$ cat config.mk
export PLATFORM = sky130hd
export DESIGN_NAME = fusion_feeder
export DESIGN_NICKNAME = d
export VERILOG_FILES = /design/src/rtl/bitfusion_pkg.sv /design/src/rtl/fusion_brick_map.sv /design/src/rtl/fusion_feeder.sv
export SDC_FILE = /design/constraint.sdc
export NUM_CORES = 1
export LEC_CHECK = 0
export ABC_AREA = 1
export BUFFER_PORTS_ARGS = -buffer_cell sky130_fd_sc_hd__buf_2
export CAP_MARGIN = 30
export CORE_ASPECT_RATIO = 1.4
export CORE_MARGIN = 1
export CORE_UTILIZATION = 40
export DETAILED_ROUTE_END_ITERATION = 8
export HOLD_SLACK_MARGIN = 0.15
export SETUP_SLACK_MARGIN = 0.3
export SYNTH_ARGS = -nofsm -noshare
export SYNTH_HDL_FRONTEND = slang
export SYNTH_SLANG_ARGS = --single-unit
$ cat constraint.sdc
create_clock -name clk -period 6.81 [get_ports clk]
set_clock_uncertainty 0.2 [all_clocks]
set_input_delay 0.681 -clock clk [delete_from_list [all_inputs] [get_ports clk]]
set_output_delay 0.681 -clock clk [all_outputs]
set_load 0.02 [all_outputs]
$ cat src/rtl/bitfusion_pkg.sv
// Shared BitFusion types: precision modes, bundle sizes, brick shift helper.
package bitfusion_pkg;

    localparam int LANES = 16;
    localparam int N_2B  = 16;
    localparam int N_4B  = 4;
    localparam int N_8B  = 1;

    typedef enum logic [1:0] {
        PREC_2B = 2'b00,
        PREC_4B = 2'b01,
        PREC_8B = 2'b10
    } prec_e;

    typedef enum logic {
        FILL = 1'b0,
        HOLD = 1'b1
    } state_e;

    function automatic prec_e norm_prec(input logic [1:0] p);
        case (p)
            2'b00:   return PREC_2B;
            2'b01:   return PREC_4B;
            default: return PREC_8B;
        endcase
    endfunction

    function automatic logic [3:0] last_slot(input prec_e p);
        case (p)
            PREC_2B: return 4'(N_2B - 1);
            PREC_4B: return 4'(N_4B - 1);
            default: return 4'(N_8B - 1);
        endcase
    endfunction

    // Left-shift for brick (row i, column j).
    function automatic logic [3:0] brick_shift(input prec_e p,
                                               input logic [1:0] i,
                                               input logic [1:0] j);
        case (p)
            PREC_2B: return 4'd0;
            PREC_4B: return {2'b0, i[0], 1'b0} + {2'b0, j[0], 1'b0};
            default: return {1'b0, i, 1'b0} + {1'b0, j, 1'b0};
        endcase
    endfunction

endpackage

$ cat src/rtl/fusion_brick_map.sv
// Combinational slot-array to brick mapper for one 4x4 fusion unit.
module fusion_brick_map
    import bitfusion_pkg::*;
(
    input  prec_e       prec,
    input  logic        signed_x,
    input  logic        signed_y,
    input  logic [31:0] slot_x,
    input  logic [31:0] slot_y,
    output logic [31:0] pe_x,
    output logic [31:0] pe_y,
    output logic [3:0]  sign_x,
    output logic [3:0]  sign_y,
    output logic [63:0] signal
);

    logic [4:0] xo;
    logic [4:0] yo;
    logic [4:0] grp;

    always_comb begin
        pe_x   = '0;
        pe_y   = '0;
        signal = '0;
        xo     = '0;
        yo     = '0;
        grp    = '0;
        for (int b = 0; b < LANES; b++) begin
            // Slot bit offsets feeding brick b = 4i+j.
            case (prec)
                PREC_2B: begin
                    xo = 5'(2 * b);
                    yo = 5'(2 * b);
                end
                PREC_4B: begin
                    grp = 5'(4 * (2 * ((b >> 2) >> 1) + ((b & 3) >> 1)));
                    xo  = grp + 5'(2 * ((b >> 2) & 1));
                    yo  = grp + 5'(2 * (b & 1));
                end
                default: begin
                    xo = 5'(2 * (b >> 2));
                    yo = 5'(2 * (b & 3));
                end
            endcase
            pe_x[2*b +: 2]   = slot_x[xo +: 2];
            pe_y[2*b +: 2]   = slot_y[yo +: 2];
            signal[4*b +: 4] = brick_shift(prec, 2'(b >> 2), 2'(b & 3));
        end
    end

    always_comb begin
        case (prec)
            PREC_2B: begin
                sign_x = {4{signed_x}};
                sign_y = {4{signed_y}};
            end
            PREC_4B: begin
                sign_x = {signed_x, 1'b0, signed_x, 1'b0};
                sign_y = {signed_y, 1'b0, signed_y, 1'b0};
            end
            default: begin
                sign_x = {signed_x, 3'b0};
                sign_y = {signed_y, 3'b0};
            end
        endcase
    end

endmodule

$ cat src/rtl/fusion_feeder.sv
// Operand packer feeding one BitFusion PE with valid/ready on both sides.
// Optional zero-bundle dropping with skip_count: FUSION_FEEDER_ZERO_SKIP_EN.
module fusion_feeder
    import bitfusion_pkg::*;
(
    input  logic        clk,
    input  logic        reset,
    input  logic [1:0]  cfg_prec,
    input  logic        cfg_signed_x,
    input  logic        cfg_signed_y,
    input  logic        in_valid,
    output logic        in_ready,
    input  logic [7:0]  in_x,
    input  logic [7:0]  in_y,
    input  logic        in_last,
    output logic        pe_valid,
    input  logic        pe_ready,
    output logic [31:0] pe_x,
    output logic [31:0] pe_y,
    output logic [3:0]  pe_sign_x,
    output logic [3:0]  pe_sign_y,
    output logic [63:0] pe_signal,
    output logic        pe_last,
`ifdef FUSION_FEEDER_ZERO_SKIP_EN
    output logic [15:0] skip_count,
`endif
    output logic        busy
);

    state_e      state_q, state_d;
    logic [3:0]  count_q;
    logic [31:0] slot_x_q, slot_y_q;
    prec_e       prec_q;
    logic        sx_q, sy_q;

    logic        accept, first, closing, skip, emit;
    prec_e       prec_eff;
    logic        sx_eff, sy_eff;
    logic [7:0]  xm, ym;
    logic [4:0]  off;
    logic [31:0] slot_x_n, slot_y_n;
    logic [31:0] map_x, map_y;
    logic [3:0]  map_sx, map_sy;
    logic [63:0] map_sig;

    assign pe_valid = (state_q == HOLD);
    assign in_ready = !pe_valid || pe_ready;
    assign accept   = in_valid && in_ready;
    assign busy     = (count_q != 4'd0) || pe_valid;

    // Config is live only for the first element of a bundle.
    always_comb begin
        first    = (count_q == 4'd0);
        prec_eff = first ? norm_prec(cfg_prec) : prec_q;
        sx_eff   = first ? cfg_signed_x : sx_q;
        sy_eff   = first ? cfg_signed_y : sy_q;
        case (prec_eff)
            PREC_2B: begin
                xm  = {6'b0, in_x[1:0]};
                ym  = {6'b0, in_y[1:0]};
                off = {count_q, 1'b0};
            end
            PREC_4B: begin
                xm  = {4'b0, in_x[3:0]};
                ym  = {4'b0, in_y[3:0]};
                off = {count_q[2:0], 2'b00};
            end
            default: begin
                xm  = in_x;
                ym  = in_y;
                off = 5'd0;
            end
        endcase
        slot_x_n = (first ? 32'd0 : slot_x_q) | (32'(xm) << off);
        slot_y_n = (first ? 32'd0 : slot_y_q) | (32'(ym) << off);
        closing  = in_last || (count_q == last_slot(prec_eff));
    end

    fusion_brick_map u_map (
        .prec     (prec_eff),
        .signed_x (sx_eff),
        .signed_y (sy_eff),
        .slot_x   (slot_x_n),
        .slot_y   (slot_y_n),
        .pe_x     (map_x),
        .pe_y     (map_y),
        .sign_x   (map_sx),
        .sign_y   (map_sy),
        .signal   (map_sig)
    );

`ifdef FUSION_FEEDER_ZERO_SKIP_EN
    assign skip = !in_last && ((map_x == 32'd0) || (map_y == 32'd0));
`else
    assign skip = 1'b0;
`endif

    assign emit = accept && closing && !skip;

    always_comb begin
        state_d = state_q;
        if (emit)
            state_d = HOLD;
        else if (state_q == HOLD && pe_ready)
            state_d = FILL;
    end

    always_ff @(posedge clk) begin
        if (!reset) begin
            state_q   <= FILL;
            count_q   <= '0;
            slot_x_q  <= '0;
            slot_y_q  <= '0;
            prec_q    <= PREC_2B;
            sx_q      <= 1'b0;
            sy_q      <= 1'b0;
            pe_x      <= '0;
            pe_y      <= '0;
            pe_sign_x <= '0;
            pe_sign_y <= '0;
            pe_signal <= '0;
            pe_last   <= 1'b0;
        end else begin
            state_q <= state_d;
            if (accept) begin
                if (first) begin
                    prec_q <= prec_eff;
                    sx_q   <= sx_eff;
                    sy_q   <= sy_eff;
                end
                if (closing) begin
                    count_q  <= '0;
                    slot_x_q <= '0;
                    slot_y_q <= '0;
                end else begin
                    count_q  <= count_q + 4'd1;
                    slot_x_q <= slot_x_n;
                    slot_y_q <= slot_y_n;
                end
            end
            if (emit) begin
                pe_x      <= map_x;
                pe_y      <= map_y;
                pe_sign_x <= map_sx;
                pe_sign_y <= map_sy;
                pe_signal <= map_sig;
                pe_last   <= in_last;
            end
        end
    end

`ifdef FUSION_FEEDER_ZERO_SKIP_EN
    always_ff @(posedge clk) begin
        if (!reset)
            skip_count <= '0;
        else if (accept && closing && skip && skip_count != 16'hFFFF)
            skip_count <= skip_count + 16'd1;
    end
`endif

endmodule

Yosys cells after proc, flatten, opt, wreduce, memory -nomap -nowiden

Index checks and enable logic that the tools add are counted.
Widths: inputs -> output; s select.

$add $sub $neg: 1
Equal/unequal tests: 3
Shifts and indexed selects: 29
Muxes and demuxes: 49
Bitwise operators: 2
Reduce and logical (&&, ||, !) cells: 14

Operators with widths:

| cell                | number |
|---|---|
| $shiftx 32x6->2     | 16 |
| $shiftx 32x5->2     | 8 |
| $pmux 5 s2          | 15 |
| $mux 32             | 4 |
| $or 32x32->32       | 2 |
| $shiftx 32x4->2     | 2 |
| $shl 8x5->32        | 2 |
| $pmux 4 s2          | 6 |
| $pmux 8 s2          | 2 |
| $shiftx 32x3->2     | 1 |
| $mux 4              | 7 |
| $pmux 3 s2          | 4 |
| $mux 3              | 3 |
| $mux 2              | 3 |
| $add 4x1->4 const B | 1 |
| $eq 2x1->1 const B  | 2 |
| $eq 4x4->1          | 1 |
| $logic_not 2->1     | 2 |
| $logic_not 4->1     | 1 |
| $mux 1              | 4 |
| $pmux 2 s2          | 1 |
| $reduce_bool 4->1   | 1 |
| $logic_and 1x1->1   | 3 |
| $logic_or 1x1->1    | 3 |
| other kinds (4)     | 4 |

Register bits after elaboration: 206
Bits of input ports: 25
Output and inout port bits: 140
Logic and storage cells: 111

Depth between registers and ports, before layout

Word-level depth: 9
Depth in mapped cells: 22
Mapped depth without buffers: 19

Modules after synthesis

Synthesis repeated with hierarchy kept, for this count alone.

Cells, all modules: 1461
Area, all modules: 10005.8 um2

Modules (own cells, without submodules):

| module           | times used | cells each | area each (um2) | sequential area each (um2) |
|---|---|---|---|---|
| fusion_feeder    | 1          | 1204       | 8629.5          | 4204.0 |
| fusion_brick_map | 1          | 257        | 1376.3          | 0.0 |

Worst setup path after synthesis

OpenSTA, ideal clock, no wires.

Path kind: register to register
Start: register count_q[0]
End: register pe_y[4]
Library setup time: 0.115 ns
Data arrival time: 2.883 ns
Data required time: 6.495 ns
Path slack: 3.611 ns
Cell stages (with the launch flop): 19
Buffers on the path: 4
Period minus slack after synthesis: 3.199 ns
Cell sequence: dfxtp_1 -> inv_1 -> ha_1 -> nand2_4 -> nand2_2 -> nand2_2 -> buf_6 -> nand2_4 -> inv_2 -> clkbuf_1 -> ha_1 -> nor2_1 -> nand3_1 -> nand2_2 -> nand2_4 -> buf_4 -> buf_2 -> o21ai_0 -> inv_1

Longest elaborated chain between the ends: 7
Elaborated cells between the ends (all ways): 13
Classes of those cells: eq/ne (2); shift (1); mux (5); bitwise (1); reduce/logical (4)

RTL lines:

| item                                                 | RTL line             | RTL |
|---|---|---|
| start: declaration                                   | fusion_feeder.sv:31  | `logic [3:0] count_q;` |
| start signal: assignment                             | fusion_feeder.sv:136 | `count_q <= count_q + 4'd1;` |
| branches (longest 7 deep; another with $shl 8x5->32) | --                   |  |
| end signal: assignment                               | fusion_feeder.sv:143 | `pe_y <= map_y;` |
| end: declaration                                     | fusion_feeder.sv:19  | `output logic [31:0] pe_y,` |

Parallel ways; which one is timed is not known.
A chain may end at the register's enable or synchronous reset.

Worst setup path after layout

Start: register count_q[0]
End: register pe_y[23]

Longest elaborated chain between the ends: 7
Elaborated cells between the ends (all ways): 15
Classes of those cells: eq/ne (2); shift (2); mux (6); bitwise (1); reduce/logical (4)

RTL lines:

| item                                                 | RTL line                                    | RTL |
|---|---|---|
| $logic_not 4->1                                      | fusion_feeder.sv:53                         | `first = (count_q == 4'd0);` |
| $mux 2                                               | fusion_feeder.sv:54                         | `prec_eff = first ? norm_prec(cfg_prec) : prec_q;` |
| $eq 2x1->1 or $logic_not 2->1 (tied branches)        | --                                          |  |
| $pmux 8 s2, or another cell as far along             | fusion_feeder.sv:57                         | `case (prec_eff)` |
| $shl 8x5->32 or $eq 4x4->1 (tied branches)           | fusion_feeder.sv:75, fusion_feeder.sv:76    |  |
| $or 32x32->32 or $logic_or 1x1->1 (tied branches)    | fusion_feeder.sv:75, fusion_feeder.sv:76    |  |
| $shiftx 32x6->2 or $logic_and 1x1->1 (tied branches) | fusion_brick_map.sv:46, fusion_feeder.sv:98 |  |

Several ways; a longest one is shown, not always the timed one.

==> key figures <==
Outcome
  • Status: completed

Timing
  • Total negative setup slack: 0 ns
  • Shortest period the worst path allows: around 4.6 ns
  • Worst Tran Pin Value: 0.9836 ns
  • Setup slack after layout: about 2.2 ns
  • Final setup violation count: 0
  • Final Cycle Share: 67.58%
  • Max-slew headroom: 34.43%
  • Pins Over Slew Limit: 0
  • Final hold vios: 0
  • Fmax: between 200 and 250 MHz
  • RSZ-0062 raised after global routing: no

Pwr
  • Pwr Density: about 280 mW/mm2
  • Leakage: 0.003947 uW
  • Peak supply drop: between 0.1 and 0.15 mV

Worst setup path
  • Critical Path Sink: pe_y[23]$_SDFFE_PN0P_
  • CP max FO: roughly 70
  • Crit path kind: flop to flop
  • Setup crit start: count_q[0]$_SDFFE_PN0P_
  • Worst setup EP type: flop
  • Worst r2r dst: pe_y[23]$_SDFFE_PN0P_
  • Critical Path RT: 6.98 ns
  • WP data arrival: 4.77 ns
  • Reg2Reg Depth: 18
  • Worst Setup Start Kind: flop
  • Reg2reg setup slack: 2.21 ns
  • R2r startpoint: count_q[0]$_SDFFE_PN0P_

Cells and area
  • FF+latch area: 0.002963 mm2
  • Area grow syn2layout: 12.59%
  • Post-route cell area: ~0.0086 mm2
  • Multi-input logic area: about 0.0038 mm2
  • Final Instance Count excl. Fillers: 1489
  • Antenna diodes: 0
  • FILL cells: between 1500 and 2000
  • Layout cells sized above 1: 16.06%
  • Final nets: around 1300

Yosys
  • Ys flop type: dfxtp_1
  • Top post-synthesis cells by count: nand2_1 (453), dfxtp_1 (148), a21oi_1 (107)
  • Ys async rst share: 0%
  • Cells after synthesis: 1176
  • Synth area leaders: dfxtp_1 (39%), nand2_1 (22%), a21oi_1 (7.0%)
  • Synth area leader: dfxtp_1
  • EDFF count, synth: 0
  • Most frequent cell after synthesis: nand2_1
  • Cell Area, Synth: 0.007632 mm2
  • Flop and latch count out of synthesis: 148
  • Top-area cell type share of the netlist area: 38.82%
  • Seq/Total Area, Yosys: 38.82%
  • Syn_area_per_cell: about 6.5 um2
  • Synth Warn #: 0
  • Yosys cell types: 31

GRT
  • GR Util All Layers: 23.45%
  • Met3 GRT Util: 4.190%
  • First-pass GRT wire length: 36140 um
  • M1 GR Usage: 31.55%
  • Vias in the first global route: between 6000 and 7000
  • Initial antenna violation count: 0
  • Pin count of the biggest net entering global routing: 73
  • Top Usage Layer GRT: met2
  • Grt ovf: 0
  • Met2 usage: 37.61%

Clock network
  • TritonCTS buffer count: 17
  • Maximum buffer depth of the clock tree: 2
  • Clk_lat worst skew: 0.43 ns
  • CTS tree: built
  • Setup bufs post-CTS: 0
  • Post-CTS Resized: 0
  • CTS sink cnt: 148
  • Worst-path clk slew: 0.06 ns
  • CTS Hold Bufs: 0
  • Root Buffer: clkbuf_16
  • Htree depth: 4

Floorplan
  • Top-Level Pins: 165
  • Initial core utilization: around two fifths
  • Die Width: 118.7 um
  • Core area: 0.01860 mm2
  • Die Footprint: ~0.020 mm2
  • Row cnt: 59
  • Die Y: 165.4 um

Placed design
  • Routability Congestion: 0.8362
  • Placed cell areas: 0.007974 mm2
  • Number of buffers added on ports: 124
  • # placed instances: 1457
  • Dpl ws: 2.200 ns
  • DP HPWL: roughly 15000 um

Detailed routing
  • Wirelength per Cell: 15.18 um
  • Final wirelength: 22610 um
  • Post-route ant nets: 0
  • Drt pass-1 iters: 7
  • Via density: just over 5
  • Initial DRC count: 664
  • Via count: 7516
  • Residual DRC: 0

Hold path
  • HP Class: flop to flop

Flow run
  • Max_cap viols: 0
-- cell type report --
class	count	share of cell area, %
sequential	148	34.48
timing repair buffer	132	7.921
clock buffer	20	5.431
multi-input combinational	885	44.73
clock inverter	12	1.776
tap	244	3.553
inverter	48	2.111
-- metrics by stage --
stage / hold slack, ns / total power, uW / utilization, %
after floorplan: 0.2454 / 1343 / -
after global placement: 0.2511 / 1458 / 42.86
after detailed placement: 0.2555 / 1459 / 42.86
after CTS: 0.2648 / 2448 / 46.19
after global routing: 0.2750 / 2536 / 46.19
final: 0.2630 / 2435 / 46.19
-- worst min-delay path by stage --
stage,start,endpoint,slack [ns],cells past startpoint
floorplan,slot_x_q[0]$_SDFFE_PN0P_,slot_x_q[0]$_SDFFE_PN0P_,0.25,2
global placement,slot_x_q[16]$_SDFFE_PN0P_,slot_x_q[16]$_SDFFE_PN0P_,0.25,2
detailed placement,slot_y_q[26]$_SDFFE_PN0P_,slot_y_q[26]$_SDFFE_PN0P_,0.26,2
CTS,slot_y_q[26]$_SDFFE_PN0P_,slot_y_q[26]$_SDFFE_PN0P_,0.26,2
global route,slot_y_q[21]$_SDFFE_PN0P_,slot_y_q[21]$_SDFFE_PN0P_,0.27,2
finish,slot_x_q[12]$_SDFFE_PN0P_,slot_x_q[12]$_SDFFE_PN0P_,0.26,2
-- worst max-delay path, cell delays in order (launching register included) --
cell,delay [ns]
dfxtp_1,0.48
inv_1,0.13
ha_1,0.28
nand2_4,0.62
nand2_2,0.09
nand2_2,0.31
nand2_4,0.16
inv_2,0.25
ha_1,0.19
inv_1,0.04
nand2_1,0.06
nand2_2,0.30
inv_2,0.47
nand3_1,0.17
o21ai_1,0.42
nand2_1,0.09
nand2_1,0.12
nor2_1,0.05
nor2_1,0.08
-- power by group --
part | internal, uW | switching (uW)
logic | 123 | 371
registers | 917 | 28.9
clock network | 605 | 389
-- sequential cells by signal (all words and copies together) (netlist names) --
register,count
count_q,4
pe_last,1
pe_sign_x,3
pe_sign_y,3
pe_signal,4
pe_valid,1
pe_x,32
pe_y,32
prec_q,2
slot_x_q,32
slot_y_q,32
sx_q,1
sy_q,1
-- placed cells by master, fill, tap and decap left out, types with 2 or more instances in the layout --
cell type	instances
nand2_2	7
dfxtp_1	148
nor2_4	2
conb_1	40
a31oi_1	10
o21ai_1	25
buf_2	124
ha_1	4
clkbuf_16	17
nor2_2	7
nor2_1	89
nand3_2	3
clkinvlp_4	4
nand3_1	56
a21boi_0	2
nand2_1	452
nand2_4	3
a21oi_1	107
nand4_1	9
inv_2	10
o21ai_0	61
clkbuf_8	3
nor3_1	2
buf_4	8
a21oi_2	2
inv_1	37
clkinv_2	4
bufinv_16	3
xor2_1	2
-- logic make-up (layout without fill, tap and decap cells) --
| logic type | count (synthesis) | after routing | synth area share (%) |
|---|---|---|---|
| and+or+nand+nor | 631 | 631 | 33.38 |
| buffers and inverters | 182 | 212 | 12.87 |
| DFF | 148 | 148 | 38.82 |
| adders and majority gates | 4 | 4 | 0.6558 |
| AOI/OAI and AO/OA | 208 | 208 | 14.00 |
| other | 1 | 40 | 0.04913 |
| xor gates and xnor gates | 2 | 2 | 0.2296 |
-- layer usage --
metal	vias to the layer above	wire length [um]
met3	23	1495
met4	0	427
met2	289	10300
met1	3444	10380
met5	-	0
li1	3760	-
Note: power is estimated with default switching activity, not from simulation.
